## config.mk

```make
export PLATFORM = sky130hd
export DESIGN_NAME = uart_tx_fifo_param
export DESIGN_NICKNAME = d
export VERILOG_FILES = /design/src/rtl/uart_tx_fifo_param.sv
export SDC_FILE = /design/constraint.sdc
export NUM_CORES = 1
export LEC_CHECK = 0
export CAP_MARGIN = 10
export CORE_MARGIN = 2
export CORE_UTILIZATION = 63
export CTS_BUF_LIST = sky130_fd_sc_hd__clkbuf_16
export DETAILED_ROUTE_END_ITERATION = 7
export PLACE_DENSITY = 0.82
export SKIP_CTS_REPAIR_TIMING = 1
export SYNTH_ARGS = -nofsm -noshare
export SYNTH_HDL_FRONTEND = slang
export SYNTH_SLANG_ARGS = --single-unit
export TNS_END_PERCENT = 20
```

## constraint.sdc

```tcl
create_clock -name clk -period 4.7 [get_ports clk]
set_input_delay 0.47 -clock clk [delete_from_list [all_inputs] [get_ports clk]]
set_output_delay 0.47 -clock clk [all_outputs]
set_load 0.01 [all_outputs]
```

## src/rtl/uart_tx_fifo_param.sv

```systemverilog
// UART transmitter with a small word FIFO; configurable data width, parity, stop bits, bit period.
// First start bit one cycle after acceptance into an idle block; o_ready drops while the FIFO is full.
module uart_tx_fifo_param #(
  parameter int CLKS_PER_BIT = 104,
  parameter int DATA_BITS    = 8,
  parameter int PARITY       = 0,
  parameter int STOP_BITS    = 1,
  parameter int FIFO_DEPTH   = 4
) (
  input  logic                          clk,
  input  logic                          i_rst_n,
  input  logic [DATA_BITS-1:0]          i_data,
  input  logic                          i_valid,
  output logic                          o_ready,
  output logic                          o_tx,
  output logic                          o_busy,
  output logic [$clog2(FIFO_DEPTH):0]   o_fifo_count
);

  localparam int AW = $clog2(FIFO_DEPTH);
  localparam int BW = $clog2(STOP_BITS * CLKS_PER_BIT);
  localparam int IW = $clog2(DATA_BITS);

  localparam logic [AW:0]   LP_DEPTH     = FIFO_DEPTH[AW:0];
  localparam logic [BW-1:0] LP_BIT_LAST  = BW'(CLKS_PER_BIT - 1);
  localparam logic [BW-1:0] LP_STOP_LAST = BW'(STOP_BITS * CLKS_PER_BIT - 1);
  localparam logic [IW-1:0] LP_DBIT_LAST = IW'(DATA_BITS - 1);
  localparam logic          LP_ODD       = (PARITY == 1);

  localparam logic [2:0] S_IDLE   = 3'd0;
  localparam logic [2:0] S_START  = 3'd1;
  localparam logic [2:0] S_DATA   = 3'd2;
  localparam logic [2:0] S_PARITY = 3'd3;
  localparam logic [2:0] S_STOP   = 3'd4;

  logic [DATA_BITS-1:0] r_mem [FIFO_DEPTH];
  logic [AW-1:0]        r_wptr;
  logic [AW-1:0]        r_rptr;
  logic [AW:0]          r_count;
  logic [2:0]           r_state;
  logic [BW-1:0]        r_baud;
  logic [IW-1:0]        r_bit;
  logic [DATA_BITS-1:0] r_shift;
  logic                 r_par;
  logic                 r_tx;

  logic                 w_push;
  logic                 w_pop;
  logic                 w_nonempty;
  logic                 w_bit_end;
  logic                 w_stop_end;
  logic [DATA_BITS-1:0] w_head;

  assign o_ready      = (r_count < LP_DEPTH);
  assign o_fifo_count = r_count;
  assign o_tx         = r_tx;
  assign o_busy       = (r_state != S_IDLE);

  assign w_nonempty = (r_count != '0);
  assign w_bit_end  = (r_baud == LP_BIT_LAST);
  assign w_stop_end = (r_baud == LP_STOP_LAST);
  assign w_head     = r_mem[r_rptr];
  assign w_push     = i_valid && o_ready;
  // A frame is fetched either from idle or on the very last stop cycle, giving zero inter-frame gap.
  assign w_pop      = w_nonempty && ((r_state == S_IDLE) || ((r_state == S_STOP) && w_stop_end));

  always_ff @(posedge clk) begin
    if (w_push) r_mem[r_wptr] <= i_data;
  end

  always_ff @(posedge clk or negedge i_rst_n) begin
    if (!i_rst_n) begin
      r_wptr  <= '0;
      r_rptr  <= '0;
      r_count <= '0;
    end else begin
      if (w_push) r_wptr <= r_wptr + 1'b1;
      if (w_pop)  r_rptr <= r_rptr + 1'b1;
      if (w_push && !w_pop)      r_count <= r_count + 1'b1;
      else if (w_pop && !w_push) r_count <= r_count - 1'b1;
    end
  end

  always_ff @(posedge clk or negedge i_rst_n) begin
    if (!i_rst_n) begin
      r_state <= S_IDLE;
      r_baud  <= '0;
      r_bit   <= '0;
      r_shift <= '0;
      r_par   <= 1'b0;
      r_tx    <= 1'b1;
    end else if (w_pop) begin
      r_state <= S_START;
      r_baud  <= '0;
      r_bit   <= '0;
      r_shift <= w_head;
      r_par   <= (^w_head) ^ LP_ODD;
      r_tx    <= 1'b0;
    end else begin
      case (r_state)
        S_IDLE: begin
          r_tx <= 1'b1;
        end
        S_START: begin
          if (w_bit_end) begin
            r_state <= S_DATA;
            r_baud  <= '0;
            r_tx    <= r_shift[0];
            r_shift <= r_shift >> 1;
          end else begin
            r_baud <= r_baud + 1'b1;
          end
        end
        S_DATA: begin
          if (w_bit_end) begin
            r_baud <= '0;
            if (r_bit == LP_DBIT_LAST) begin
              if (PARITY != 0) begin
                r_state <= S_PARITY;
                r_tx    <= r_par;
              end else begin
                r_state <= S_STOP;
                r_tx    <= 1'b1;
              end
            end else begin
              r_bit   <= r_bit + 1'b1;
              r_tx    <= r_shift[0];
              r_shift <= r_shift >> 1;
            end
          end else begin
            r_baud <= r_baud + 1'b1;
          end
        end
        S_PARITY: begin
          if (w_bit_end) begin
            r_state <= S_STOP;
            r_baud  <= '0;
            r_tx    <= 1'b1;
          end else begin
            r_baud <= r_baud + 1'b1;
          end
        end
        S_STOP: begin
          if (w_stop_end) begin
            r_state <= S_IDLE;
            r_baud  <= '0;
          end else begin
            r_baud <= r_baud + 1'b1;
          end
        end
        default: begin
          r_state <= S_IDLE;
          r_baud  <= '0;
          r_tx    <= 1'b1;
        end
      endcase
    end
  end

endmodule

```

==> impl_metrics.env <==
export IMPL_cts_buffer_depth=2
export IMPL_wirelength_um=5080
export IMPL_portBuffers=16
export IMPL_grt_pass1_vias=1730
export IMPL_dieArea_um2=4910
export IMPL_max_cap_violations=0
export IMPL_synth_top_area_share_pct=34.9
export IMPL_post_drt_wl_per_cell_um=18.3
export IMPL_status="completed"
export IMPL_ir_worst_vdd_mv=0.356
export IMPL_p_leak_nw=1.25
export IMPL_final_period_utilization_pct=57.3
export IMPL_fin_nets=240
export IMPL_share_comb_of_total_power_pct=23.4
export IMPL_vias_per_cell=6.20
export IMPL_yosys_warnings=0
export IMPL_skew_ps=4.08
export IMPL_setup_viol=0
export IMPL_place_inst=261
export IMPL_hold_viol_final=0
export IMPL_avgSynthCellArea_um2=13.8
export IMPL_dr_pass1_iters=4
export IMPL_grt_total_usage_pct=22.9
export IMPL_multi_input_area_um2=970
export IMPL_tightest_slew_ps=690
export IMPL_core_area_um2=4290
export IMPL_rows=24
export IMPL_final_setup_tns_ps=0
export IMPL_r2r_setup_slack_ps=2010
export IMPL_synth_xor_area_share_pct=2.55
export IMPL_drt_initial_drc_count=190
export IMPL_synth_fp_nets=219
export IMPL_cts_sinks=61
export IMPL_path_depth=9
export IMPL_rsz0062_at_grt="false"
export IMPL_drc=0
export IMPL_vias=1717
export IMPL_synth_edf_count=32
export IMPL_io_pins=17
export IMPL_cp_required_ps=4910
export IMPL_grt_max_degree=30
export IMPL_relSlewSlack_pct=53.7
export IMPL_grt_pass1_wl_um=8360
export IMPL_dp_slack_ps=2050
export IMPL_synth_simple_area_share_pct=8.82
export IMPL_swShare_pct=29.2
export IMPL_endpoint_kind="flip-flop"
export IMPL_postLayoutSetupSlackWorst_ps=2010
export IMPL_cpPeakStageDelay_ps=410
export IMPL_post_route_min_period_ps=2690
export IMPL_crit_type="flip-flop to flip-flop"
export IMPL_grt_ovfl_total=0
export IMPL_synth_area_leader_cell="edfxtp_1"
export IMPL_cts_root_buf="clkbuf_16"
export IMPL_cp_slowest_cell="fa_1"
export IMPL_areaGrowthSynthToFinish_pct=17.6
export IMPL_dieHeight_um=70.1
export IMPL_numCtsBuffers=9
export IMPL_p_int_mw=1.35
export IMPL_async_flop_share_pct=47.5
export IMPL_synth_fa_ha_area_share_pct=4.36
export IMPL_r2r_cells=9
export IMPL_seq_area_frac_synth_pct=61.3
export IMPL_drtAntennaViolNets=0
export IMPL_synth_top_family_by_area="compound AO/OA/AOI/OAI gates"
export IMPL_crit_end="o_fifo_count[1]$_DFFE_PN0P_"
export IMPL_fmax_mhz=371
export IMPL_clock_latency_ps=320
export IMPL_p_seq_share_pct=44.0
export IMPL_synth_area_mux_share_pct=8.09
export IMPL_ys_types=49
export IMPL_antenna_found_initial=0
export IMPL_fin_cells=277
export IMPL_crit_buf_inv=2
export IMPL_powerDensity_nw_per_um2=589
export IMPL_seqCellArea_um2=1690
export IMPL_cp_arrival_ps=2900
export IMPL_reg2reg_to="o_fifo_count[1]$_DFFE_PN0P_"
export IMPL_p_clk_share_pct=32.5
export IMPL_htreeDepth=3
export IMPL_p_switching_mw=0.557
export IMPL_path_cells="ha_1, and2_1, nand2_1, a21oi_1, inv_1, ha_1, inv_1, fa_1, mux2_2"
export IMPL_hp_class="flip-flop to flip-flop"
export IMPL_clk_pin_slew_ps=50
export IMPL_cp_start_kind="flip-flop"
export IMPL_n_fill_cell=266
export IMPL_synth_area_leaders="edfxtp_1, dfrtp_1, mux4_2"
export IMPL_synth_compound_area_share_pct=11.4
export IMPL_r2r_start="r_baud[0]$_DFFE_PN0P_"
export IMPL_drive_gt1_share_pct=13.8
export IMPL_critPathTopFamily="adder cells"
export IMPL_cts_tree="yes"
export IMPL_slew_violations=0
export IMPL_dp_hpwl_um=3380
export IMPL_diodes=0
export IMPL_syn_cell_area_um2=2750
export IMPL_start_util_pct=64.1
export IMPL_place_congestion=0.880
export IMPL_synthesis_instances=199
export IMPL_synthTopCellsByCount="edfxtp_1, dfrtp_1, inv_1, nand2_1, o21ai_0"
export IMPL_critPathMaxFanout=7
export IMPL_yosysMostFrequentCell="edfxtp_1"
export IMPL_ys_ff_latch=61
export IMPL_cp_startpoint="r_baud[0]$_DFFE_PN0P_"
export IMPL_die_w_um=70.1
export IMPL_synth_main_ff_cell="edfxtp_1"
-- power groups by stage --
stage | Clock, mW | Sequential [mW] | Combinational, mW
2_1_floorplan | 0 | 0.787 | 0.347
3_3_place_gp | 0 | 0.832 | 0.425
3_5_place_dp | 0 | 0.846 | 0.444
4_1_cts | 0.627 | 0.842 | 0.450
5_1_grt | 0.648 | 0.861 | 0.492
6_report | 0.621 | 0.840 | 0.447
-- layout make-up --
| class | count | share of cell area [%] |
|---|---|---|
| Tap cell | 52 | 2.01 |
| Multi-Input combinational cell | 114 | 29.9 |
| Sequential cell | 61 | 52.1 |
| Inverter | 17 | 1.97 |
| Clock buffer | 9 | 6.96 |
| Clock inverter | 7 | 1.82 |
| Timing Repair Buffer | 17 | 5.18 |
-- how the worst min path moves through the flow --
stage / start / endpoint / slack (ps) / cells past startpoint
2_1_floorplan: i_rst_n / o_fifo_count[0]$_DFFE_PN0P_ / 170 / 0
3_3_place_gp: r_shift[4]$_DFFE_PN0P_ / r_shift[3]$_DFFE_PN0P_ / 470 / 2
3_5_place_dp: r_shift[7]$_DFFE_PN0P_ / r_shift[6]$_DFFE_PN0P_ / 500 / 2
4_1_cts: r_shift[7]$_DFFE_PN0P_ / r_shift[6]$_DFFE_PN0P_ / 510 / 2
5_1_grt: r_shift[1]$_DFFE_PN0P_ / r_shift[0]$_DFFE_PN0P_ / 530 / 2
6_report: r_shift[3]$_DFFE_PN0P_ / r_shift[2]$_DFFE_PN0P_ / 510 / 2
-- cell usage in the layout, fill, tap and decap left out, types with 2 or more instances in the layout --
cell / netlist / layout
a22o_1: 3 / 3
a21oi_1: 4 / 4
nor2b_1: 2 / 2
ha_1: 8 / 8
a32oi_1: 7 / 7
inv_1: 17 / 19
o21ai_0: 9 / 9
and2_1: 6 / 6
o22ai_1: 2 / 2
dfrtp_1: 28 / 28
nor2_1: 7 / 7
clkinv_2: 0 / 2
mux4_2: 8 / 8
clkbuf_16: 0 / 9
or3_1: 2 / 2
clkdlybuf4s50_1: 0 / 16
and3_1: 2 / 2
edfxtp_1: 32 / 32
nand3_1: 5 / 5
xnor2_1: 7 / 7
nor3_1: 4 / 4
mux2i_1: 2 / 2
nand2_1: 11 / 11
mux2_2: 2 / 2
-- logic make-up after synthesis --
| family | count (synthesis) |
|---|---|
| AOI/OAI and AO/OA | 40 |
| xor gates and xnor gates | 8 |
| adders and majority gates | 9 |
| buffers and inverters | 24 |
| DFF | 61 |
| muxes | 12 |
| and+or+nand+nor | 45 |
-- state kept, by name, summed over array words and instances, names as in the netlist --
register / flops
r_mem: 32
r_shift: 8
r_baud: 7
o_fifo_count: 3
r_bit: 3
r_state: 3
r_rptr: 2
r_wptr: 2
o_tx: 1
-- worst min-delay path, stage by stage, from the launching register on --
cell and delay (ps):
dfrtp_1 350, a32oi_1 60, o21ai_0 60
-- stage by stage --
step / area (um^2) / utilization, % / hold WS [ps] / power [mW]
floorplan: 2750 / - / 174 / 1.13
global route: 3240 / 75.4 / 528 / 2.00
global placement: 2950 / 68.8 / 473 / 1.26
CTS: 3240 / 75.4 / 506 / 1.92
finish: 3240 / 75.4 / 506 / 1.91
detailed placement: 2950 / 68.8 / 495 / 1.29
-- layer usage --
metal | vias up | track usage (%) | share of wire (%)
li1 | 785 | - | -
met1 | 863 | 31.2 | 44
met2 | 53 | 34.0 | 49
met3 | 16 | 5.05 | 4.2
met4 | 0 | 13.9 | 2.5
met5 | - | 0 | 0
No activity file was read; power rests on OpenSTA's default activity.
